==> src/rtl/pipe_ctrl_gen_if.sv <==
// Pipeline-control bus: stall/hazard requests in, per-stage hold and per-boundary bubble out.
interface pipe_ctrl_gen_if #(
  parameter int NSTAGE = 5,
  parameter int NREQ   = 4,
  parameter int CNT_W  = 16
);
  logic [NREQ-1:0]   stall_req_i;
  logic              redirect_i;
  logic              fence_req_i;
  logic              mem_busy_i;
  logic              wfi_req_i;
  logic              pipe_busy_i;
  logic              wake_i;
  logic              cnt_clr_i;
  logic [NSTAGE-1:0] stall_o;
  logic [NSTAGE-2:0] flush_o;
  logic              fence_done_o;
  logic              sleeping_o;
  logic [CNT_W-1:0]  stall_cnt_o;
  logic [CNT_W-1:0]  flush_cnt_o;

  modport master (
    output stall_req_i, redirect_i, fence_req_i, mem_busy_i,
    output wfi_req_i, pipe_busy_i, wake_i, cnt_clr_i,
    input  stall_o, flush_o, fence_done_o, sleeping_o, stall_cnt_o, flush_cnt_o
  );

  modport slave (
    input  stall_req_i, redirect_i, fence_req_i, mem_busy_i,
    input  wfi_req_i, pipe_busy_i, wake_i, cnt_clr_i,
    output stall_o, flush_o, fence_done_o, sleeping_o, stall_cnt_o, flush_cnt_o
  );
endinterface

==> src/rtl/pipe_ctrl_gen.sv <==
// Parametrised in-order pipeline controller: prioritised stall arbitration, fence/WFI
// sequencing FSM, deferred redirect flush and saturating performance counters.
module pipe_ctrl_gen #(
  parameter int                     NSTAGE      = 5,
  parameter int                     NREQ        = 4,
  parameter logic [NREQ*NSTAGE-1:0] REQ_MASK    = {5'b00111, 5'b00011, 5'b00111, 5'b00001},
  parameter int                     REDIR_DEPTH = 2,
  parameter int                     CNT_W       = 16
) (
  input  logic           clk,
  input  logic           rst,
  pipe_ctrl_gen_if.slave bus
);

  typedef enum logic [2:0] {RUN, FENCE, WFI_DRAIN, WFI_SLEEP, WAKE} state_e;

  state_e            state_q, state_d;
  logic              redirPend_q, redirPend_d;
  logic              wakePend_q, wakePend_d;
  logic [CNT_W-1:0]  stallCnt_q, flushCnt_q;

  logic [NSTAGE-1:0] arbMask, fsmMask, stallAll;
  logic [NSTAGE-2:0] arbFlush, fsmFlush, redirFlush, flushAll;
  logic              arbFound, fenceDone, sleeping, redirActive;

  always_comb begin
    arbMask  = '0;
    arbFlush = '0;
    arbFound = 1'b0;
    for (int i = 0; i < NREQ; i++) begin
      if (!arbFound && bus.stall_req_i[i]) begin
        arbFound = 1'b1;
        arbMask  = REQ_MASK[i*NSTAGE +: NSTAGE];
      end
    end
    // Masks are contiguous from bit 0, so the top set bit is where a 1 meets a 0 above it.
    for (int b = 0; b < NSTAGE-1; b++) begin
      if (arbMask[b] && !arbMask[b+1]) arbFlush[b] = 1'b1;
    end
  end

  always_comb begin
    state_d    = state_q;
    wakePend_d = wakePend_q;
    fsmMask    = '0;
    fsmFlush   = '0;
    fenceDone  = 1'b0;
    sleeping   = 1'b0;
    case (state_q)
      RUN: begin
        wakePend_d = 1'b0;
        if (bus.wfi_req_i) begin
          state_d = WFI_DRAIN;
        end else if (bus.fence_req_i) begin
          if (bus.mem_busy_i) state_d = FENCE;
          else                fenceDone = 1'b1;
        end
      end
      FENCE: begin
        fsmMask     = {{(NSTAGE-2){1'b0}}, 2'b11};
        fsmFlush[1] = 1'b1;
        if (!bus.mem_busy_i) begin
          fenceDone = 1'b1;
          state_d   = RUN;
        end
      end
      WFI_DRAIN: begin
        fsmMask     = {{(NSTAGE-2){1'b0}}, 2'b11};
        fsmFlush[1] = 1'b1;
        // A wake seen while draining is remembered so sleep is left immediately.
        if (bus.wake_i)       wakePend_d = 1'b1;
        if (!bus.pipe_busy_i) state_d    = WFI_SLEEP;
      end
      WFI_SLEEP: begin
        fsmMask  = '1;
        sleeping = 1'b1;
        if (bus.wake_i || wakePend_q) begin
          state_d    = WAKE;
          wakePend_d = 1'b0;
        end
      end
      WAKE: begin
        fsmFlush[0] = 1'b1;
        state_d     = RUN;
      end
      default: state_d = RUN;
    endcase
    if (bus.redirect_i && (state_q == FENCE || state_q == WFI_DRAIN || state_q == WFI_SLEEP)) begin
      state_d    = RUN;
      wakePend_d = 1'b0;
    end
  end

  // Redirect flushes fully only when fetch moves; otherwise boundary 0 waits in redirPend.
  always_comb begin
    stallAll    = fsmMask | arbMask;
    redirActive = bus.redirect_i | redirPend_q;
    redirFlush  = '0;
    for (int b = 0; b < NSTAGE-1; b++) begin
      if (b < REDIR_DEPTH) begin
        if (redirActive && !stallAll[0])
          redirFlush[b] = 1'b1;
        else if (bus.redirect_i && stallAll[0] && (b > 0) && !stallAll[b+1])
          redirFlush[b] = 1'b1;
      end
    end
    redirPend_d = stallAll[0] ? redirActive : 1'b0;
    flushAll    = (stallAll[NSTAGE-2:0] & ~stallAll[NSTAGE-1:1])
                | ((fsmFlush | arbFlush) & ~stallAll[NSTAGE-1:1])
                | redirFlush;
  end

  always_ff @(posedge clk or posedge rst) begin
    if (rst) begin
      state_q     <= RUN;
      redirPend_q <= 1'b0;
      wakePend_q  <= 1'b0;
      stallCnt_q  <= '0;
      flushCnt_q  <= '0;
    end else begin
      state_q     <= state_d;
      redirPend_q <= redirPend_d;
      wakePend_q  <= wakePend_d;
      if (bus.cnt_clr_i) begin
        stallCnt_q <= '0;
        flushCnt_q <= '0;
      end else begin
        if (stallAll[0] && (stallCnt_q != '1))
          stallCnt_q <= stallCnt_q + CNT_W'(1);
        if (redirActive && !stallAll[0] && (flushCnt_q != '1))
          flushCnt_q <= flushCnt_q + CNT_W'(1);
      end
    end
  end

  assign bus.stall_o      = rst ? '0 : stallAll;
  assign bus.flush_o      = rst ? '0 : flushAll;
  assign bus.fence_done_o = ~rst & fenceDone;
  assign bus.sleeping_o   = ~rst & sleeping;
  assign bus.stall_cnt_o  = stallCnt_q;
  assign bus.flush_cnt_o  = flushCnt_q;

endmodule

==> src/flat_wrapper.sv <==
// flat-port wrapper written by rule: the top's interface ports become plain ports
module pipe_ctrl_gen_flat 
#(
  parameter int                     NSTAGE      = 5,
  parameter int                     NREQ        = 4,
  parameter logic [NREQ*NSTAGE-1:0] REQ_MASK    = {5'b00111, 5'b00011, 5'b00111, 5'b00001},
  parameter int                     REDIR_DEPTH = 2,
  parameter int                     CNT_W       = 16
)
  (clk, rst, bus_stall_req_i, bus_redirect_i, bus_fence_req_i, bus_mem_busy_i, bus_wfi_req_i, bus_pipe_busy_i, bus_wake_i, bus_cnt_clr_i, bus_stall_o, bus_flush_o, bus_fence_done_o, bus_sleeping_o, bus_stall_cnt_o, bus_flush_cnt_o);
  pipe_ctrl_gen_if #(.NSTAGE(NSTAGE), .NREQ(NREQ), .CNT_W(CNT_W)) bus_i ();
  input  logic clk;
  input  logic rst;
  input wire logic [$bits(bus_i.stall_req_i)-1:0] bus_stall_req_i;
  input wire logic [$bits(bus_i.redirect_i)-1:0] bus_redirect_i;
  input wire logic [$bits(bus_i.fence_req_i)-1:0] bus_fence_req_i;
  input wire logic [$bits(bus_i.mem_busy_i)-1:0] bus_mem_busy_i;
  input wire logic [$bits(bus_i.wfi_req_i)-1:0] bus_wfi_req_i;
  input wire logic [$bits(bus_i.pipe_busy_i)-1:0] bus_pipe_busy_i;
  input wire logic [$bits(bus_i.wake_i)-1:0] bus_wake_i;
  input wire logic [$bits(bus_i.cnt_clr_i)-1:0] bus_cnt_clr_i;
  output wire logic [$bits(bus_i.stall_o)-1:0] bus_stall_o;
  output wire logic [$bits(bus_i.flush_o)-1:0] bus_flush_o;
  output wire logic [$bits(bus_i.fence_done_o)-1:0] bus_fence_done_o;
  output wire logic [$bits(bus_i.sleeping_o)-1:0] bus_sleeping_o;
  output wire logic [$bits(bus_i.stall_cnt_o)-1:0] bus_stall_cnt_o;
  output wire logic [$bits(bus_i.flush_cnt_o)-1:0] bus_flush_cnt_o;
  assign bus_i.stall_req_i = bus_stall_req_i;
  assign bus_i.redirect_i = bus_redirect_i;
  assign bus_i.fence_req_i = bus_fence_req_i;
  assign bus_i.mem_busy_i = bus_mem_busy_i;
  assign bus_i.wfi_req_i = bus_wfi_req_i;
  assign bus_i.pipe_busy_i = bus_pipe_busy_i;
  assign bus_i.wake_i = bus_wake_i;
  assign bus_i.cnt_clr_i = bus_cnt_clr_i;
  assign bus_stall_o = bus_i.stall_o;
  assign bus_flush_o = bus_i.flush_o;
  assign bus_fence_done_o = bus_i.fence_done_o;
  assign bus_sleeping_o = bus_i.sleeping_o;
  assign bus_stall_cnt_o = bus_i.stall_cnt_o;
  assign bus_flush_cnt_o = bus_i.flush_cnt_o;
  pipe_ctrl_gen #(.NSTAGE(NSTAGE), .NREQ(NREQ), .REQ_MASK(REQ_MASK), .REDIR_DEPTH(REDIR_DEPTH), .CNT_W(CNT_W)) u_core (.clk(clk), .rst(rst), .bus(bus_i));
endmodule
==> config.mk <==
export PLATFORM = sky130hd
export DESIGN_NAME = pipe_ctrl_gen_flat
export DESIGN_NICKNAME = d
export VERILOG_FILES = /design/src/rtl/pipe_ctrl_gen_if.sv /design/src/rtl/pipe_ctrl_gen.sv /design/src/flat_wrapper.sv
export SDC_FILE = /design/constraint.sdc
export NUM_CORES = 1
export LEC_CHECK = 0
export CORE_ASPECT_RATIO = 1.4
export CORE_MARGIN = 1
export CORE_UTILIZATION = 45
export DETAILED_ROUTE_END_ITERATION = 8
export PLACE_DENSITY = 0.77
export SLEW_MARGIN = 10
export SYNTH_ARGS = -nofsm -noshare
export SYNTH_HDL_FRONTEND = slang
export SYNTH_SLANG_ARGS = --single-unit
==> constraint.sdc <==
create_clock -name clk -period 2.2 [get_ports clk]
set_clock_uncertainty 0.1 [all_clocks]
set_input_delay 0.22 -clock clk [delete_from_list [all_inputs] [get_ports clk]]
set_output_delay 0.22 -clock clk [all_outputs]
set_load 0.005 [all_outputs]
==> impl_metrics.csv, run 1 <==
group,metric,value,unit
die,coreArea,0.00488,mm²
setup_path,r2r-start,"u_core.state_q[1]$_DFFE_PP0P_",
finish,nets,355,
clocking,clock_sinks,37,
routing,viasPerCell,6.03,
timing,maxSlewHeadroom,64.5,%
pwr,p_leak,1.29,nW
synth,synthTopCellsByArea,"dfrtp_1 40%, or4_1 6.9%, a21oi_1 6.5%, o31ai_1 5.6%, nor2_1 3.3%",
die,start_util,47.0,%
clocking,clock_latency,0.30,ns
setup_path,critPathRequiredTime,2.32,ns
routing,first_pass_iters,4,
synth,synth_edf_count,0,
placed_design,portBuffers,54,
die,io_pins,56,
global_routing,grt_max_degree,38,
routing,wl_per_cell,15.8,µm
setup_path,end_kind,"flip-flop",
status,outcome,"finished, violations left",
finish,diodes,0,
global_routing,grt_first_pass_wirelength,10900,µm
routing,wirelength,6400,µm
synth,synth_commonest_cells,"37 x dfrtp_1, 30 x a21oi_1, 21 x or4_1",
synth,avgSynthCellArea,8.63,µm²
finish,layout-drive-gt1-share,18.5,%
routing,drc,0,
global_routing,grt_pass1_vias,2381,
setup_path,cp-start-kind,"input port",
setup_path,arrival,2.33,ns
timing,worst_slack,-0.0120,ns
clocking,cts_buffers,5,
global_routing,grt-ovfl-total,0,
synth,ys_seq_area_share,40.3,%
routing,ant_nets,0,
routing,vias,2441,
timing,rsz0062_at_grt,"true",
pwr,ir_worst_vdd,0.000511,V
synth,ys.flop_type,"dfrtp_1",
run,cap_violations,0,
synth,ys_types,40,
clocking,cts-root-buf,"clkbuf_8",
die,die_w,62.4,µm
timing,max_freq,452,MHz
min_path,holdCritStartpoint,"bus_stall_req_i[1]",
die,rows,30,
die,fp.dieArea,0.00539,mm²
finish,fillCellCount,416,
timing,setup_viol,1,
synth,synth_cells,266,
placed_design,place_ws,-0.502,ns
clocking,cts_tree,"done",
setup_path,critPathKind,"in -> reg",
timing,maxSlewViolCount,0,
clocking,htree_levels,2,
synth,async_reset_ff_share,100,%
global_routing,grt.total_usage,25.5,%
synth,yosys_warnings,0,
placed_design,dpl.hpwl,4300,µm
timing,hold_violations,0,
pwr,powerDensity,518,mW/mm²
die,die_height,86.5,µm
timing,finalCritPeriodShare,101,%
setup_path,cp_max_fo,6,
min_path,min_path_type,"in -> reg",
global_routing,antenna_found_initial,0,
timing,final.setup.tns,-0.0120,ns
timing,period_needed,2.21,ns
clocking,clk_path_buf_depth,2,
clocking,clkSlewWorstSetupHoldPaths,0.09,ns
finish,area_growth,44.7,%
synth,ys_ff_latch,37,
synth,syn_nets,281,
routing,drtIter0Drc,138,
setup_path,crit_start,"bus_stall_req_i[3]",
synth,post-synth-top-count-cell,"dfrtp_1",
placed_design,gp_congestion,0.825,
synth,syn_area,0.00229,mm²
synth,synth_top_cell_by_area,"dfrtp_1",
timing,worst_slew_pin_slew,0.529,ns
status,failed_checks,"negative setup slack",
synth,yosysTopAreaCellShare,40.3,%
==> cell usage in the layout (no fill, tap or decap), types with 11 or more instances in the layout <==
cell	n
buf_4	27
inv_1	11
a21oi_1	27
or4_1	18
dfrtp_1	37
o31ai_1	17
clkdlybuf4s50_1	46
nand3_1	14
o21ai_0	12
nand4_1	11
nor2_1	19
==> metal layers <==
layer / part of all wire (%) / GRT usage [%] / routed length, µm
met5: 0 / 0 / 0
met4: 2.0 / 11.2 / 125
met3: 3.5 / 4.21 / 222
met2: 56 / 48.6 / 3580
met1: 39 / 27.5 / 2470
==> per-stage QoR <==
stage / power, W / std cells / instance area [µm²] / hold WS (ns) / utilization (%)
after floorplan: 0.00100 / 266 / 2300 / 0.264 / -
after global placement: 0.00119 / 392 / 3070 / 0.418 / 63.0
after detailed placement: 0.00120 / 392 / 3070 / 0.421 / 63.0
after CTS: 0.00173 / 404 / 3270 / 0.428 / 67.1
after global routing: 0.00182 / 405 / 3320 / 0.429 / 68.0
final: 0.00172 / 405 / 3320 / 0.407 / 68.0
==> final cells by class <==
cell class	instances	area [µm²]	share of cell area [%]
multi-input cells	199	1330	40.1
flip-flops and latches	37	926	27.9
repair buffers	86	856	25.8
well taps	64	80.1	2.41
clock buffers	5	68.8	2.07
inverters	11	41.3	1.24
clock inverters	3	17.5	0.528
==> flip-flops by register name, summed over array words and instances (netlist names) <==
register and cells:
u_core.redirPend_q 1, u_core.wakePend_q 1, u_core.bus.flush_cnt_o 16, u_core.bus.stall_cnt_o 16, u_core.state_q 3
==> report_power, final <==
| group | internal, W | switching (W) |
|---|---|---|
| Clock | 0.000219 | 0.000259 |
| Sequential | 0.000711 | 0.0000286 |
| Combinational | 0.000256 | 0.000247 |
==> kinds of logic (layout without fill, tap and decap cells) <==
group	after synthesis	after routing	share of synthesized area (%)
DFF	37	37	40.3
muxes	6	6	2.94
buffers and inverters	30	105	5.62
other	1	1	0.163
AOI/OAI and AO/OA	76	76	21.0
and+or+nand+nor	114	114	28.8
adders and majority gates	2	2	1.09
==> path summary, 6_finish.rpt <==
check / endpoint / slack [ns] / depth (start not counted)
worst min-delay path: u_core.bus.flush_cnt_o[13]$_DFFE_PP0P_ / 0.41 / 5
worst max-delay path: u_core.bus.flush_cnt_o[10]$_DFFE_PP0P_ / -0.01 / 6
worst min register to register: u_core.bus.stall_cnt_o[10]$_DFFE_PP0P_ / 0.43 / 1
max in group asynchronous: u_core.bus.stall_cnt_o[14]$_DFFE_PP0P_ / 1.21 / 4
min in group asynchronous: u_core.bus.stall_cnt_o[11]$_DFFE_PP0P_ / 0.45 / 4
worst max register to register: u_core.bus.flush_cnt_o[10]$_DFFE_PP0P_ / 0.06 / 6
==> worst max-delay path: stages <==
cell and delay [ns]:
dlygate4sd2_1 0.25, or4_4 0.55, or3_4 0.46, buf_16 0.16, or4_4 0.52, a21oi_2 0.17
==> timing repair <==
action,in CTS,in global routing
endpoints found under the setup margin,16,17
hold buffers,0,0
buffers inserted,2,1
resized for setup,15,10
cloned,2,0
pin swaps,5,9
(Power assumes the default switching activity.)
==> run 2: changes to the inputs <==
CORE_MARGIN = unset   (was 1)
RECOVER_POWER = 50   (was unset)
==> impl_metrics.csv, run 2 (synthesis results as in run 1) <==
group,metric,value,unit
status,outcome,"finished, violations left",
status,failed_checks,"negative setup slack",
setup_path,critPathRequiredTime,2.32,ns
setup_path,end_kind,"flip-flop",
setup_path,slowest_delay,0.56,ns
min_path,min_to,"u_core.bus.flush_cnt_o[13]$_DFFE_PP0P_",
placed_design,dpl.hpwl,4300,µm
routing,drc,0,
setup_path,path_common_cell,"or4_4",
die,die_w,62.4,µm
setup_path,cp-start-kind,"input port",
placed_design,gp_congestion,0.825,
finish,layout-drive-gt1-share,17.9,%
pwr,ir_worst_vdd,0.000510,V
finish,final_cells,405,
clocking,cts_buffers,5,
routing,wirelength,6400,µm
pwr,sw_frac_of_total,31.2,%
setup_path,reg2reg_depth,6,
timing,hold_violations,0,
global_routing,antenna_found_initial,0,
routing,drtIter0Drc,135,
placed_design,portBuffers,54,
timing,setup_viol,1,
min_path,holdCritStartpoint,"bus_stall_req_i[1]",
pwr,powerDensity,518,mW/mm²
routing,wl_per_cell,15.8,µm
global_routing,grt.total_usage,25.5,%
timing,worst_slew_pin_slew,0.969,ns
die,io_pins,56,
pwr,power_switching,0.000535,W
finish,nets,355,
routing,vias,2450,
setup_path,cp_slowest_cell,"or4_4",
pwr,power_frac_seq,43.1,%
global_routing,grt_pass1_vias,2381,
pwr,combPwrFrac,29.0,%
pwr,clock_power_share,27.8,%
timing,rsz0062_at_grt,"true",
die,start_util,47.0,%
pwr,p_leak,1.32,nW
timing,maxSlewViolCount,0,
setup_path,r2r-start,"u_core.state_q[1]$_DFFE_PP0P_",
die,fp.dieArea,0.00539,mm²
setup_path,critPathKind,"in -> reg",
finish,area_growth,44.2,%
pwr,p_total,0.00172,W
routing,viasPerCell,6.05,
placed_design,place_ws,-0.502,ns
setup_path,arrival,2.34,ns
timing,period_needed,2.22,ns
timing,finalCritPeriodShare,101,%
routing,ant_nets,0,
min_path,hold_depth,5,
placed_design,placed_cells,392,
timing,max_freq,451,MHz
run,cap_violations,0,
routing,first_pass_iters,4,
timing,worst_slack,-0.0191,ns
pwr,intPower,0.00118,W
clocking,clock_latency,0.30,ns
placed_design,place_area,0.00307,mm²
die,coreArea,0.00488,mm²
finish,mostFrequentLayoutCell,"dfrtp_1",
finish,diodes,0,
setup_path,r2r_setup_slack,0.06,ns
clocking,cts-root-buf,"clkbuf_8",
setup_path,cp_max_fo,6,
clocking,clk_path_buf_depth,2,
global_routing,grt_max_degree,38,
clocking,cts_tree,"done",
setup_path,crit_chain,"dlygate4sd2_1 > or4_4 > or3_4 > buf_16 > or4_4 > a21oi_2",
clocking,htree_levels,2,
die,rows,30,
timing,maxSlewHeadroom,35.4,%
min_path,min_path_type,"in -> reg",
finish,finalInstanceArea,0.00331,mm²
clocking,clkSlewWorstSetupHoldPaths,0.08,ns
setup_path,r2r_end,"u_core.bus.flush_cnt_o[10]$_DFFE_PP0P_",
timing,whs,0.410,ns
global_routing,grt_first_pass_wirelength,10900,µm
die,die_height,86.5,µm
global_routing,grt-ovfl-total,0,
clocking,clock_sinks,37,
finish,layout_common_cells,"37 x dfrtp_1, 31 x clkdlybuf4s50_1, 27 x a21oi_1",
==> run 2: per-stage QoR <==
stage          util [%]  TNS (ns)
2_1_floorplan         -         0
3_3_place_gp       63.0     -7.42
3_5_place_dp       63.0     -8.43
4_1_cts            67.1         0
5_1_grt            67.8    -0.119
6_report           67.8   -0.0191
==> run 2: area by class of cell <==
| cell class | count | area (µm²) |
|---|---|---|
| fill | 420 | 1570 |
| multi-input combinational | 199 | 1330 |
| sequential | 37 | 926 |
| timing repair buffer | 86 | 846 |
| tap | 64 | 80.1 |
| clock buffer | 5 | 68.8 |
| inverter | 11 | 41.3 |
| clock inverter | 3 | 17.5 |
==> run 2: routing by layer <==
layer	up-vias	share of wire [%]	GRT usage, %
met1	1200	39	27.5
met4	0	2.1	11.2
met3	12	3.4	4.21
met2	65	56	48.6
li1	1173	-	-
met5	-	0	0
==> run 2: what timing repair did <==
item,in CTS,in global routing
gates resized for setup,15,10
buffers inserted,2,1
setup endpoints to repair,16,17
pin swaps,5,9
gates cloned,2,0
hold buffers,0,0
==> run 2: power groups by stage <==
stage          Sequential [W]  Clock [W]  Combinational [W]
2_1_floorplan        0.000745          0           0.000258
3_3_place_gp         0.000750          0           0.000438
3_5_place_dp         0.000752          0           0.000448
4_1_cts              0.000738   0.000493           0.000500
5_1_grt              0.000743   0.000518           0.000552
6_report             0.000740   0.000478           0.000498
==> run 2: worst max-delay path by stage <==
stage	start	end	slack, ns	cells after the start
after floorplan	u_core.state_q[0]$_DFFE_PP0P_	u_core.bus.flush_cnt_o[14]$_DFFE_PP0P_	0.01	7
after global placement	bus_stall_req_i[1]	u_core.bus.flush_cnt_o[14]$_DFFE_PP0P_	-0.41	6
after detailed placement	bus_stall_req_i[1]	u_core.bus.flush_cnt_o[14]$_DFFE_PP0P_	-0.50	6
after CTS	bus_stall_req_i[1]	u_core.bus.flush_cnt_o[7]$_DFFE_PP0P_	0.01	6
after global routing	bus_stall_req_i[3]	u_core.bus.flush_cnt_o[10]$_DFFE_PP0P_	-0.07	6
final	bus_stall_req_i[3]	u_core.bus.flush_cnt_o[10]$_DFFE_PP0P_	-0.02	6
==> run 2: worst max-delay path, delay by kind of cell <==
kind,cells,cell delay (ns)
AND/OR/NAND/NOR,3,1.54
buffers and inverters,2,0.41
AO/OA/AOI/OAI,1,0.17
==> run 3: changes to the inputs <==
RECOVER_POWER = 100   (was 50)
==> impl_metrics.csv, run 3 (synthesis results as in run 1) <==
group,metric,value,unit
routing,viasPerCell,6.06,
routing,drc,0,
setup_path,r2r-start,"u_core.state_q[1]$_DFFE_PP0P_",
setup_path,cp_max_fo,6,
clocking,clk_path_buf_depth,2,
clocking,cts_tree,"done",
min_path,holdCritStartpoint,"bus_stall_req_i[1]",
global_routing,grt_first_pass_wirelength,10900,µm
finish,mostFrequentLayoutCell,"dfrtp_1",
placed_design,place_ws,-0.502,ns
placed_design,gp_congestion,0.825,
global_routing,grt-ovfl-total,0,
global_routing,grt_max_degree,38,
placed_design,dpl.hpwl,4300,µm
routing,ant_nets,0,
setup_path,reg2reg_depth,6,
clocking,cts-root-buf,"clkbuf_8",
timing,finalCritPeriodShare,101,%
setup_path,end_kind,"flip-flop",
routing,vias,2455,
timing,maxSlewViolCount,0,
run,cap_violations,0,
die,coreArea,0.00488,mm²
timing,period_needed,2.22,ns
timing,worst_slew_pin_slew,0.967,ns
status,outcome,"finished, violations left",
finish,nets,355,
clocking,cts_buffers,5,
pwr,p_leak,1.38,nW
routing,first_pass_iters,5,
timing,maxSlewHeadroom,35.5,%
die,io_pins,56,
timing,worst_slack,-0.0172,ns
finish,fillCellCount,424,
pwr,power_switching,0.000534,W
pwr,powerDensity,520,mW/mm²
clocking,clock_latency,0.30,ns
pwr,intPower,0.00118,W
die,die_height,86.5,µm
min_path,hold_depth,5,
min_path,min_path_type,"in -> reg",
clocking,clkSlewWorstSetupHoldPaths,0.09,ns
clocking,cts_hold_buf,0,
placed_design,portBuffers,54,
routing,wl_per_cell,15.8,µm
die,rows,30,
finish,layout-drive-gt1-share,16.7,%
pwr,power_frac_seq,43.2,%
pwr,sw_frac_of_total,31.2,%
pwr,combPwrFrac,29.0,%
die,fp.dieArea,0.00539,mm²
finish,diodes,0,
timing,hold_violations,0,
setup_path,arrival,2.34,ns
timing,max_freq,451,MHz
die,die_w,62.4,µm
min_path,min_to,"u_core.bus.flush_cnt_o[13]$_DFFE_PP0P_",
global_routing,grt.total_usage,25.5,%
clocking,htree_levels,2,
global_routing,grt_pass1_vias,2381,
timing,setup_viol,1,
pwr,clock_power_share,27.9,%
setup_path,r2r_end,"u_core.bus.flush_cnt_o[10]$_DFFE_PP0P_",
finish,area_growth,43.5,%
global_routing,antenna_found_initial,0,
die,start_util,47.0,%
status,failed_checks,"negative setup slack",
setup_path,critPathRequiredTime,2.32,ns
clocking,clock_sinks,37,
routing,wirelength,6410,µm
routing,drtIter0Drc,171,
setup_path,cp-start-kind,"input port",
placed_design,place_area,0.00307,mm²
pwr,ir_worst_vdd,0.000512,V
finish,finalInstanceArea,0.00329,mm²
setup_path,critPathKind,"in -> reg",
setup_path,r2r_setup_slack,0.06,ns
timing,rsz0062_at_grt,"true",
finish,layout_common_cells,"37 x dfrtp_1, 33 x dlygate4sd3_1, 27 x a21oi_1",
run 3: cell count changes in the layout (fill, tap and decap cells not counted), sizes merged:
cell	change
clkdlybuf4s50	-18
buf	-3
clkbuf	+3
dlygate4sd3	+18
run 3: worst max-delay path by stage:
stage,endpoint,depth (start not counted),from,slack [ns]
5_1_grt,u_core.bus.flush_cnt_o[10]$_DFFE_PP0P_,6,bus_stall_req_i[3],-0.07
4_1_cts,u_core.bus.flush_cnt_o[7]$_DFFE_PP0P_,6,bus_stall_req_i[1],0.01
3_3_place_gp,u_core.bus.flush_cnt_o[14]$_DFFE_PP0P_,6,bus_stall_req_i[1],-0.41
3_5_place_dp,u_core.bus.flush_cnt_o[14]$_DFFE_PP0P_,6,bus_stall_req_i[1],-0.50
2_1_floorplan,u_core.bus.flush_cnt_o[14]$_DFFE_PP0P_,7,u_core.state_q[0]$_DFFE_PP0P_,0.01
6_report,u_core.bus.flush_cnt_o[10]$_DFFE_PP0P_,6,bus_stall_req_i[3],-0.02
run 3: power groups by stage:
stage | combinational [W] | clock, W | sequential (W)
after detailed placement | 0.000448 | 0 | 0.000752
after CTS | 0.000500 | 0.000493 | 0.000738
after floorplan | 0.000258 | 0 | 0.000745
after global placement | 0.000438 | 0 | 0.000750
final | 0.000496 | 0.000477 | 0.000740
after global routing | 0.000550 | 0.000518 | 0.000743
run 3: layout make-up:
class	instances	area, µm²	area share (%)
Clock buffer	5	68.8	2.09
Multi-Input combinational cell	199	1320	40.2
Inverter	11	41.3	1.25
Tap cell	64	80.1	2.43
Sequential cell	37	926	28.1
Timing Repair Buffer	86	835	25.4
Clock inverter	3	17.5	0.532
run 3: per-layer routing:
layer	global-route usage, %	share of wire, %
met1	27.5	39
met2	48.6	56
met3	4.21	3.7
met4	11.2	1.9
met5	0	0
run 3: worst max-delay path: stages:
cell and delay [ns]:
dlygate4sd2_1 0.25, or4_4 0.56, or3_4 0.46, buf_16 0.16
or4_4 0.52, a21oi_2 0.17
run 3: what timing repair did:
action                     CTS  global route
gates resized for setup     15            10
setup buffers                2             1
setup endpoints to repair   16            17
pin swaps                    5             9
cloned                       2             0
run 3: through the flow:
stage | util [%] | hold slack [ns] | power (W) | std cells | TNS (ns)
3_5_place_dp | 63.0 | 0.421 | 0.00120 | 392 | -8.43
4_1_cts | 67.1 | 0.428 | 0.00173 | 404 | 0
3_3_place_gp | 63.0 | 0.418 | 0.00119 | 392 | -7.42
6_report | 67.5 | 0.409 | 0.00171 | 405 | -0.0172
5_1_grt | 67.5 | 0.429 | 0.00181 | 405 | -0.119
2_1_floorplan | - | 0.264 | 0.00100 | 266 | 0
